**src/rtl/adder_ext_seq.sv**
```systemverilog
// adder_ext_seq: chunked multi-cycle add/sub/inc/dec with Start/Busy/Done handshake and registered Result, Cout, Overflow, Zero
module adder_ext_seq #(
  parameter int WIDTH = 32,
  parameter int CHUNK = 8
) (
  input  logic             clk,
  input  logic             rst_n,
  input  logic             Start,
  input  logic [WIDTH-1:0] A,
  input  logic [WIDTH-1:0] B,
  input  logic             Cin,
  input  logic [1:0]       Mode,
  output logic             Busy,
  output logic             Done,
  output logic [WIDTH-1:0] Result,
  output logic             Cout,
  output logic             Overflow,
  output logic             Zero
);
  localparam int N = WIDTH / CHUNK;
  localparam int CW = N > 1 ? $clog2(N) : 1;
  typedef enum logic [1:0] {IDLE, BUSY, DONE} state_t;
  state_t state_q, state_d;
  logic [CW-1:0] cnt_q;
  logic [WIDTH-1:0] x_q, y_q, sum_q, sum_d, y_map, result_q;
  logic [CHUNK:0] part;
  logic c_q, c0, last, accept, cout_q, ovf_q, zero_q;
  always_comb begin
    y_map = Mode == 2'b00 ? B : Mode == 2'b01 ? ~B : Mode == 2'b10 ? '0 : '1;
    c0 = Mode == 2'b00 ? Cin : Mode != 2'b11;
    accept = Start && state_q != BUSY;
    last = cnt_q == CW'(N - 1);
    part = {1'b0, x_q[cnt_q*CHUNK +: CHUNK]} + {1'b0, y_q[cnt_q*CHUNK +: CHUNK]} + {{CHUNK{1'b0}}, c_q};
    sum_d = sum_q;
    sum_d[cnt_q*CHUNK +: CHUNK] = part[CHUNK-1:0];
    state_d = state_q == BUSY ? (last ? DONE : BUSY) : (accept ? BUSY : IDLE);
  end
  always_ff @(posedge clk) begin
    if (!rst_n) begin
      state_q  <= IDLE;
      cnt_q    <= '0;
      c_q      <= 1'b0;
      x_q      <= '0;
      y_q      <= '0;
      sum_q    <= '0;
      result_q <= '0;
      cout_q   <= 1'b0;
      ovf_q    <= 1'b0;
      zero_q   <= 1'b0;
    end else begin
      state_q <= state_d;
      if (accept) begin
        x_q   <= A;
        y_q   <= y_map;
        c_q   <= c0;
        cnt_q <= '0;
      end else if (state_q == BUSY) begin
        sum_q <= sum_d;
        c_q   <= part[CHUNK];
        cnt_q <= last ? '0 : cnt_q + CW'(1);
        if (last) begin
          result_q <= sum_d;
          cout_q   <= part[CHUNK];
          ovf_q    <= x_q[WIDTH-1] == y_q[WIDTH-1] && sum_d[WIDTH-1] != x_q[WIDTH-1];
          zero_q   <= sum_d == '0;
        end
      end
    end
  end
  assign Busy = state_q == BUSY;
  assign Done = state_q == DONE;
  assign Result = result_q;
  assign Cout = cout_q;
  assign Overflow = ovf_q;
  assign Zero = zero_q;
endmodule

```
**config.mk**
```make
export PLATFORM = sky130hd
export DESIGN_NAME = adder_ext_seq
export DESIGN_NICKNAME = d
export VERILOG_FILES = /design/src/rtl/adder_ext_seq.sv
export SDC_FILE = /design/constraint.sdc
export NUM_CORES = 1
export LEC_CHECK = 0
export CAP_MARGIN = 20
export CELL_PAD_IN_SITES_DETAIL_PLACEMENT = 0
export CELL_PAD_IN_SITES_GLOBAL_PLACEMENT = 1
export CORE_MARGIN = 4
export CORE_UTILIZATION = 43
export DETAILED_ROUTE_END_ITERATION = 8
export GPL_TIMING_DRIVEN = 0
export PLACE_DENSITY = 0.88
export SKIP_CTS_REPAIR_TIMING = 1
export SLEW_MARGIN = 30
export SYNTH_ARGS = -nofsm -noshare
export SYNTH_HDL_FRONTEND = slang
export SYNTH_SLANG_ARGS = --single-unit
```
**constraint.sdc**
```tcl
create_clock -name clk -period 9.8 [get_ports clk]
set_input_delay 1.96 -clock clk [delete_from_list [all_inputs] [get_ports clk]]
set_output_delay 1.96 -clock clk [all_outputs]
set_load 0.01 [all_outputs]
```
After elaboration in Yosys (flattened, before gate mapping) --
Index checks and enable logic that the tools add are counted. W data, S select, Z words.
Cells by class: bitwise gates (word level) 3, shifts and indexed selects 4, eq/ne operators 9, add/subtract/negate cells 4, reductions and logical operators 8, multiplexer cells 11
Operator list (number):
- $mux W32 | 3
- $shiftx A32 B6 Y8 | 2
- $neg A5 Y34 | 1
- $shift A8 B34 Y32 const A | 1
- $shiftx A8 B34 Y32 | 1
- $bwmux W32 | 1
- $logic_not A32 Y1 | 1
- $not A32 Y32 | 1
- $add A8 B8 Y9 | 1
- $add A9 B1 Y9 | 1
- $eq A2 B2 Y1 const B | 3
- $mux W2 | 3
- $eq A2 B1 Y1 const B | 2
- $mux W1 | 4
- $reduce_and A3 Y1 | 1
- $add A2 B1 Y2 const B | 1
- $logic_and A1 B1 Y1 | 2
- $logic_not A2 Y1 | 1
- $ne A2 B1 Y1 const B | 1
- $ne A2 B2 Y1 const B | 1
- $not A1 Y1 | 2
- $reduce_and A2 Y1 | 1
- $reduce_bool A2 Y1 | 1
- $reduce_or A2 Y1 | 1
- 2 further kinds | 2
Storage, ports and cells: flip-flop bits (word level) 136, word-level logic and storage cells 49

Depth between registers and ports, before layout --
Gate-level depths: netlist (run 1).
word-level depth 7, mapped depth 12, mapped depth without buffers 9

Least setup slack after synthesis (run 1) --
Ideal clock, no wire load.
path type reg-to-reg, start reg cnt_q[1], end reg sum_q[30], stages on the path, launching flop included 11, path buffers 2, data required time 9.714 ns, clock period less this slack 3.508 ns, data arrival time 3.423 ns, slack 6.292 ns, cell sequence dfxtp_1 -> clkbuf_1 -> buf_1 -> mux4_2 -> fa_1 -> fa_1 -> a211oi_1 -> o21ai_1 -> a211oi_2 -> a22oi_1 -> a211oi_1
Between the ends: longest elaborated chain between the ends 5, elaborated cells on any way between the ends 8, classes of those cells 3 x add/sub; 4 x shift; 1 x mux
Ends and longest elaborated chain:
- start, declared | RTL line 24 | logic [CW-1:0] cnt_q;
- start signal, assigned | RTL line 60 | cnt_q <= last ? '0 : cnt_q + CW'(1);
- $shiftx A32 B6 Y8 | RTL line 33 | part = {1'b0, x_q[cnt_q*CHUNK +: CHUNK]} + {1'b0, y_q[cnt_q*CHUNK +: CHUNK]} + {{CHUNK{1'b0}}, c_q};
- $add A8 B8 Y9 | RTL line 33
- $add A9 B1 Y9 | RTL line 33
- $shiftx A8 B34 Y32 | RTL line 35 | sum_d[cnt_q*CHUNK +: CHUNK] = part[CHUNK-1:0];
- $bwmux W32 (*) | RTL line 35
- end signal, assigned | RTL line 58 | sum_q <= sum_d;
- end, declared | RTL line 25 | logic [WIDTH-1:0] x_q, y_q, sum_q, sum_d, y_map, result_q;
Every way passes the cells marked *; elsewhere a longest branch is shown, timed or not. A chain may end at the register's enable or synchronous reset.

Worst setup path after layout (run 1) --
start reg state_q[1], end out Busy
Between the ends: longest elaborated chain between the ends 1
Ends and longest elaborated chain:
- start, declared | RTL line 23 | state_t state_q, state_d;
- start signal, assigned | RTL line 51 | state_q <= state_d;
- $eq A2 B1 Y1 | RTL line 70 | assign Busy = state_q == BUSY;
- end, declared | RTL line 13 | output logic Busy,
No other way between the ends.

==> impl_metrics.json, run 1 <==
{
  "die_w_um": 131,
  "track_usage_pct": 22.3,
  "synth_seq_area_share_pct": 42.2,
  "fin_setup_tns_ns": 0,
  "dp_slack_ns": 5.21,
  "critical_path_required_ns": 7.84,
  "dieArea_sq_um": 17000,
  "ys_types": 59,
  "r2r_cells": 10,
  "io_pins": 107,
  "areaGrowthSynthToFinish_pct": 28.0,
  "wl_per_cell_um": 17.2,
  "holdCritStartpoint": "Result[22]",
  "drv_cap": 0,
  "die-height_um": 131,
  "final_cells": 1058,
  "worstReg2RegEnd": "sum_q[30]",
  "diodes": 0,
  "clk_latency_ns": 0.43,
  "slew_violations": 0,
  "overflow": 0,
  "worstPathMaxFanout": 10,
  "drtIter0Drc": 566,
  "synth_cells": 737,
  "fin_ws_ns": 5.08,
  "fin_crit_ns": 4.72,
  "routabilityCongestion": 0.932,
  "cp-start-kind": "flop",
  "finalSetupViolations": 0,
  "power.total_mw": 1.40,
  "core_area_sq_um": 14600,
  "placementRows": 44,
  "syn_area_per_cell_sq_um": 8.76,
  "status": "complete, no violations",
  "rrSetupSlack_ns": 5.19,
  "worstSetupPathType": "reg -> out",
  "grt_setup_unrepaired": "no",
  "clock.fmax_mhz": 212,
  "clkSlewWorstSetupHoldPaths_ns": 0.06,
  "grt_pass1_wl_mm": 29.5,
  "placed_cells": 1026,
  "leakage_nw": 2.96,
  "cts_tree": "yes",
  "wirelength_mm": 18.2,
  "cts_buffers": 17,
  "slew_headroom_pct": 43.9,
  "powerDensity_nw_per_um2": 170,
  "drive_above_1_share_pct": 8.35,
  "min_path_cells": 2,
  "portBuffers": 105,
  "tightest_slew_ns": 0.842,
  "final_common_cell": "dfxtp_1",
  "cts_max_path_buffers": 2,
  "drtAntennaViolNets": 0,
  "firstDrtPassIters": 5,
  "vias": 5772,
  "place_hpwl_mm": 13.8,
  "synth-main-ff-cell": "dfxtp_1",
  "initial_core_util_pct": 44.1,
  "cts-root-buf": "clkbuf_16",
  "synth_area_sq_um": 6450,
  "synth_nets": 822,
  "h-tree-depth": 4,
  "grt_pass1_vias": 5699,
  "crit_path_end_kind": "output pin",
  "final_nets": 946,
  "worst_ir_drop_vdd_mv": 0.135,
  "hold_class": "reg -> reg",
  "regToRegStartpoint": "cnt_q[1]",
  "remaining_drc_errors": 0,
  "min_to": "Result[22]",
  "ys_warn_count": 0,
  "ys_ff_latch": 136,
  "antenna_found_initial": 0,
  "cts.sinks": 136,
  "fin_crit_sh_pct": 48.1,
  "cp.arrival_ns": 2.76,
  "final_cell_mix": "136 x dfxtp_1, 111 x nand2_1, 105 x clkdlybuf4s50_1",
  "grt_max_degree": 17,
  "ys_async_sr_fraction_pct": 0,
  "finClkSkew_ns": 0.00672,
  "via_per_inst": 5.46,
  "synth_edf_count": 0,
  "hold_violations": 0
}
[critical path, stage by stage, from the launching register on]
cell             delay, ns
dfxtp_1               0.30
nand2b_1              0.13
buf_2                 0.19
clkinv_2              0.15
clkbuf_1              0.41
buf_1                 0.50
clkdlybuf4s50_1       0.65
[routing by layer]
metal  global-route usage, %  vias to the layer above  share of wire [%]
li1                        -                     2824                  -
met1                    28.4                     2702                 43
met2                    37.5                      201                 48
met3                    4.07                       45                5.6
met4                    9.13                        0                3.2
met5                       0                        -                  0
[flip-flops by register name (all words and copies together), names as in the netlist]
register / cells
state_q: 2
cnt_q: 2
Zero: 1
x_q: 32
Overflow: 1
sum_q: 32
y_q: 32
Result: 32
Cout: 1
c_q: 1
[how the worst max path moves through the flow]
stage / startpoint / to / cells after the start
finish: state_q[1] / Busy / 6
global route: cnt_q[1] / sum_q[22] / 10
CTS: state_q[1] / Busy / 6
detailed placement: cnt_q[1] / sum_q[30] / 10
global placement: cnt_q[1] / Zero / 11
floorplan: cnt_q[1] / sum_q[30] / 10
[synthesized netlist by cell type, drive strengths merged, types with 3 or more instances]
library cell / n / share of area [%]
a211oi: 56 / 6.7
dfxtp: 136 / 42
buf: 24 / 1.8
nand2: 111 / 6.5
xor2: 4 / 0.54
nor4: 3 / 0.39
a21oi: 59 / 4.6
nand2b: 3 / 0.29
ha: 13 / 2.5
o22ai: 3 / 0.29
a22oi: 7 / 0.89
nand4: 4 / 0.39
or4: 4 / 0.52
nor3: 5 / 0.39
o21ai: 35 / 2.7
nor2: 68 / 4.0
o21a: 4 / 0.48
nor2b: 58 / 5.6
xnor2: 33 / 4.5
and2: 6 / 0.58
nand3: 3 / 0.31
inv: 8 / 0.47
mux4: 16 / 5.6
clkbuf: 31 / 1.8
a22o: 8 / 1.1
a31oi: 4 / 0.39
[power breakdown]
group,internal [mW],total [mW],switching [mW]
clock network,0.326,0.569,0.243
logic,0.102,0.235,0.133
registers,0.580,0.597,0.0169
[stage by stage]
stage / util [%] / hold slack (ns) / area, sq um
finish: 56.4 / 0.449 / 8260
global route: 56.4 / 0.480 / 8260
CTS: 56.4 / 0.454 / 8260
detailed placement: 52.8 / 0.443 / 7730
global placement: 52.8 / 0.436 / 7730
floorplan: - / 0.433 / 6450
[layout make-up]
type / instances / area, sq um
clock buffers: 19 / 443
fillers: 1341 / 6380
repair buffers: 105 / 1050
plain buffers: 55 / 230
clock inverters: 13 / 81.3
inverters: 10 / 38.8
flip-flops and latches: 136 / 2720
well taps: 184 / 230
multi-input cells: 536 / 3460
[cell families (layout without fill, tap and decap cells)]
family,Yosys count,in the layout,synth area share (%)
AOI/OAI and AO/OA,192,192,19.5
xor gates and xnor gates,37,37,5.02
adders and majority gates,15,15,3.14
buffers and inverters,65,202,4.17
DFF,136,136,42.2
muxes,17,17,5.74
and+or+nand+nor,275,275,20.3
Power figures use the tool's default switching activity.
==> inputs of run 2 (changes only) <==
Settings changed: CORE_UTILIZATION 43 to 36, PLACE_DENSITY 0.88 to 0.79.
Clock period 9.8 ns to 4 ns, I/O delays scaled along.
==> run 2 against run 1 <==
  * Flip-flop and latch count did not move
  * First-iteration DRC count is 38% lower
  * Non-clock buffer count grew 1
  * Critical path depth grew 5
  * Wire length increased by 3.0%
  * Design area rose by 3.0%
  * Via count fell by 3.1%
  * Hold slack lost 0.0098 ns
  * Total power rose to 2.7 times the previous value
  * Critical path type is now reg -> reg
  * Largest cell class unchanged
  * Highest routed layer unchanged
==> impl_metrics.json, run 2 (synthesis gave the netlist of run 1 again) <==
{
  "wl_per_cell_um": 17.0,
  "drtAntennaViolNets": 0,
  "portBuffers": 105,
  "leakage_nw": 3.03,
  "antenna_found_initial": 0,
  "drv_cap": 0,
  "routabilityCongestion": 0.901,
  "dieArea_sq_um": 20100,
  "diodes": 0,
  "grt_pass1_wl_mm": 29.8,
  "final_nets": 947,
  "worstPathMaxFanout": 10,
  "cp.arrival_ns": 4.22,
  "cpMaxStageDelayCell": "mux4_2",
  "crit_path_end_kind": "flop",
  "finalSetupViolations": 0,
  "finClkSkew_ns": 0.00724,
  "firstDrtPassIters": 5,
  "cp-start-kind": "flop",
  "cts.sinks": 136,
  "io_pins": 107,
  "via_per_inst": 5.08,
  "clk_latency_ns": 0.42,
  "overflow": 0,
  "initial_core_util_pct": 37.1,
  "cts_buffers": 17,
  "fill_cells": 1707,
  "rrSetupSlack_ns": 0.15,
  "core_area_sq_um": 17400,
  "grt_use_met3_pct": 4.38,
  "slew_headroom_pct": 41.0,
  "status": "complete, no violations",
  "critical_path_required_ns": 4.36,
  "final_common_cell": "dfxtp_1",
  "whs_ns": 0.439,
  "cpMostUsedCell": "fa_1",
  "grt_max_degree": 17,
  "dp_slack_ns": -0.559,
  "drtIter0Drc": 353,
  "die-height_um": 142,
  "vias": 5591,
  "powerDensity_nw_per_um2": 443,
  "worstPathCellList": "buf_2 -> buf_4 -> mux4_2 -> fa_1 -> fa_1 -> and2b_1 -> a31oi_1 -> nand4_1 -> nor4_2 -> o2111ai_1 -> nand2_1",
  "path_buf_inv": 2,
  "fin_crit_sh_pct": 96.4,
  "slew_violations": 0,
  "areaGrowthSynthToFinish_pct": 31.8,
  "drive_above_1_share_pct": 9.37,
  "busiest_layer": "met2",
  "cts_max_path_buffers": 2,
  "grt_util_met1_pct": 24.8,
  "track_usage_pct": 18.9,
  "die_w_um": 142,
  "clkSlewWorstSetupHoldPaths_ns": 0.06,
  "h-tree-depth": 4,
  "remaining_drc_errors": 0,
  "wirelength_mm": 18.8,
  "fin_area_sq_um": 8510,
  "placed_cells": 1067,
  "placementRows": 48,
  "gr-usage-met2_pct": 31.2,
  "hold_violations": 0,
  "final_cell_mix": "136 x dfxtp_1, 111 x nand2_1, 105 x clkdlybuf4s50_1",
  "fin_crit_ns": 3.85,
  "regArea_sq_um": 2720,
  "cts_tree": "yes",
  "worstSetupPathType": "reg -> reg",
  "tightest_slew_ns": 0.885,
  "grt_pass1_vias": 5515,
  "cts-root-buf": "clkbuf_16",
  "multi_input_area_sq_um": 3510,
  "post-route-util_pct": 48.8,
  "place_hpwl_mm": 14.0,
  "dpl_cell_area_sq_um": 7790,
  "final_cells": 1100,
  "max_stage_delay_ns": 0.56,
  "hold_class": "reg -> reg",
  "fin_ws_ns": 0.146,
  "clock.fmax_mhz": 259,
  "worst_ir_drop_vdd_mv": 0.359,
  "crit_family": "adder cells"
}
run 2: area by class of cell:
cell class | instances | area share, %
Multi-Input combinational cell | 536 | 41.3
Sequential cell | 136 | 32.0
Timing Repair Buffer | 106 | 12.6
Clock buffer | 25 | 5.94
Tap cell | 225 | 3.31
Buffer | 55 | 2.78
Clock inverter | 7 | 1.62
Inverter | 10 | 0.456
run 2: where the power goes:
part	internal, mW	switching (mW)
Combinational	0.261	0.337
Sequential	1.42	0.0423
Clock	1.12	0.583
Total	2.81	0.962
run 2: metal layers:
layer | vias up | part of all wire, %
met1 | 2603 | 46
li1 | 2826 | -
met2 | 141 | 48
met5 | - | 0
met3 | 21 | 4.8
met4 | 0 | 1.2
run 2: final timing paths:
kind,startpoint,end,depth (start not counted)
setup / recovery,cnt_q[0],Zero,11
hold / removal,Zero,Zero,2
setup reg to reg,cnt_q[0],Zero,11
hold reg to reg,Zero,Zero,2
run 2: worst register-to-register path: stages, from the launching register on:
cell and delay, ns:
dfxtp_1 0.40, buf_2 0.25, buf_4 0.28, mux4_2 0.56, fa_1 0.46, fa_1 0.52
and2b_1 0.25, a31oi_1 0.33, nand4_1 0.16, nor4_2 0.31, o2111ai_1 0.19, nand2_1 0.10
run 2: per-stage QoR:
step           setup TNS [ns]  power [mW]
3_3_place_gp            -6.21        2.06
5_1_grt               -0.0113        3.91
6_report                    0        3.77
2_1_floorplan               0        1.85
4_1_cts                 -8.06        3.77
3_5_place_dp            -7.37        2.06
==> inputs of run 3 (changes only) <==
Settings changed: CORE_UTILIZATION 36 to 25, CTS_CLUSTER_SIZE from default to 16, PLACE_DENSITY 0.79 to 0.59, SLEW_MARGIN 30 to default.
==> run 3 against run 2 <==
  * Non-clock buffer count is 1 higher
  * Highest routed layer unchanged
  * Sequential power barely moved
  * Critical path depth up 1
  * First-iteration DRC count shrank 19%
  * Die area rose by 41%
  * Critical endpoint unchanged
  * Worst setup slack improved by 0.012 ns
  * Clock-buffer cell count down 5
  * Register-to-register slack hardly changed
  * Clock power barely moved
  * Critical path type unchanged
==> impl_metrics.json, run 3 (synthesis gave the netlist of run 1 again) <==
{
  "status": "complete, no violations",
  "whs_ns": 0.438,
  "placementRows": 58,
  "finalSetupViolations": 0,
  "antenna_found_initial": 0,
  "slew_violations": 0,
  "clock.fmax_mhz": 260,
  "tightest_slew_ns": 0.957,
  "core_area_sq_um": 25300,
  "fin_crit_ns": 3.84,
  "grt_use_met3_pct": 3.04,
  "fin_area_sq_um": 8640,
  "firstDrtPassIters": 4,
  "drv_cap": 0,
  "remaining_drc_errors": 0,
  "initial_core_util_pct": 25.6,
  "routabilityCongestion": 0.865,
  "hold_class": "reg -> reg",
  "die-height_um": 169,
  "dieArea_sq_um": 28400,
  "fin_crit_sh_pct": 96.0,
  "cts_tree": "yes",
  "cts-root-buf": "clkbuf_16",
  "slew_headroom_pct": 36.2,
  "multi_input_area_sq_um": 3520,
  "final_cell_mix": "136 x dfxtp_1, 111 x nand2_1, 105 x clkdlybuf4s50_1",
  "regToRegStartpoint": "cnt_q[0]",
  "portBuffers": 105,
  "wirelength_mm": 20.4,
  "clk_latency_ns": 0.44,
  "crit_path_end_kind": "flop",
  "gr-usage-met2_pct": 24.1,
  "via_per_inst": 4.59,
  "place_hpwl_mm": 15.7,
  "fin_setup_tns_ns": 0,
  "cp-start-kind": "flop",
  "grt_util_met1_pct": 19.5,
  "worstPathMaxFanout": 10,
  "overflow": 0,
  "startpoint": "cnt_q[0]",
  "clkSlewWorstSetupHoldPaths_ns": 0.06,
  "drtIter0Drc": 285,
  "cts_max_path_buffers": 2,
  "io_pins": 107,
  "track_usage_pct": 14.6,
  "cp.arrival_ns": 4.15,
  "fill_cells": 2692,
  "final_nets": 948,
  "drive_above_1_share_pct": 9.83,
  "dpl_cell_area_sq_um": 7920,
  "diodes": 0,
  "powerDensity_nw_per_um2": 436,
  "worst_ir_drop_vdd_mv": 0.301,
  "h-tree-depth": 4,
  "drtAntennaViolNets": 0,
  "finClkSkew_ns": 0.0196,
  "final_cells": 1205,
  "grt_max_degree": 17,
  "cts_buffers": 17,
  "busiest_layer": "met2",
  "cts.sinks": 136,
  "holdCritStartpoint": "Zero",
  "placed_cells": 1172,
  "hold_violations": 0,
  "grt_pass1_wl_mm": 32.3,
  "regArea_sq_um": 2720,
  "wl_per_cell_um": 16.9,
  "final_common_cell": "dfxtp_1",
  "leakage_nw": 3.04,
  "die_w_um": 169,
  "areaGrowthSynthToFinish_pct": 33.9,
  "grt_pass1_vias": 5713,
  "vias": 5532,
  "critical_path_required_ns": 4.31,
  "worstSetupPathType": "reg -> reg"
}
[run 3: cell types whose count changed in the layout (fill, tap and decap cells not counted), sizes merged]
cell | before | now
inv | 8 | 10
clkinv | 4 | 6
clkbuf | 58 | 54
[run 3: critical path: stages, from the launching register on]
cell,delay (ns)
dfxtp_1,0.40
clkbuf_4,0.24
buf_6,0.21
mux4_2,0.58
fa_1,0.46
fa_1,0.46
a211oi_2,0.29
o21ai_1,0.19
a211oi_4,0.36
buf_4,0.20
o31ai_1,0.07
o2111ai_1,0.18
nand2_1,0.08
[run 3: power breakdown]
group,internal [mW],switching [mW]
clock network,1.09,0.614
logic,0.260,0.342
registers,1.42,0.0425
total,2.77,0.999
[run 3: routing by layer]
layer / vias up / part of all wire, %
met3: 12 / 3.9
met2: 118 / 48
met4: 0 / 0.85
met1: 2573 / 47
li1: 2829 / -
met5: - / 0
[run 3: cell type report]
class                           count  share of cell area, %
Multi-Input combinational cell    536                   40.7
Sequential cell                   136                   31.5
Clock buffer                       20                   5.40
Clock inverter                     11                   1.96
Timing Repair Buffer              107                   12.3
Tap cell                          330                   4.78
Inverter                           10                  0.449
Buffer                             55                   2.84
[run 3: path summary, 6_finish.rpt]
kind              endpoint  slack, ns  cells after the start
setup / recovery      Zero       0.16                     12
hold / removal        Zero       0.44                      2
setup reg to reg      Zero       0.16                     12
hold reg to reg       Zero       0.44                      2
[run 3: metrics by stage]
step	setup slack [ns]	power, mW	util [%]
floorplan	0.492	1.85	-
global placement	-0.755	2.08	31.4
detailed placement	-0.740	2.08	31.4
CTS	-0.805	3.79	33.9
global route	-0.00206	3.93	34.2
finish	0.158	3.77	34.2
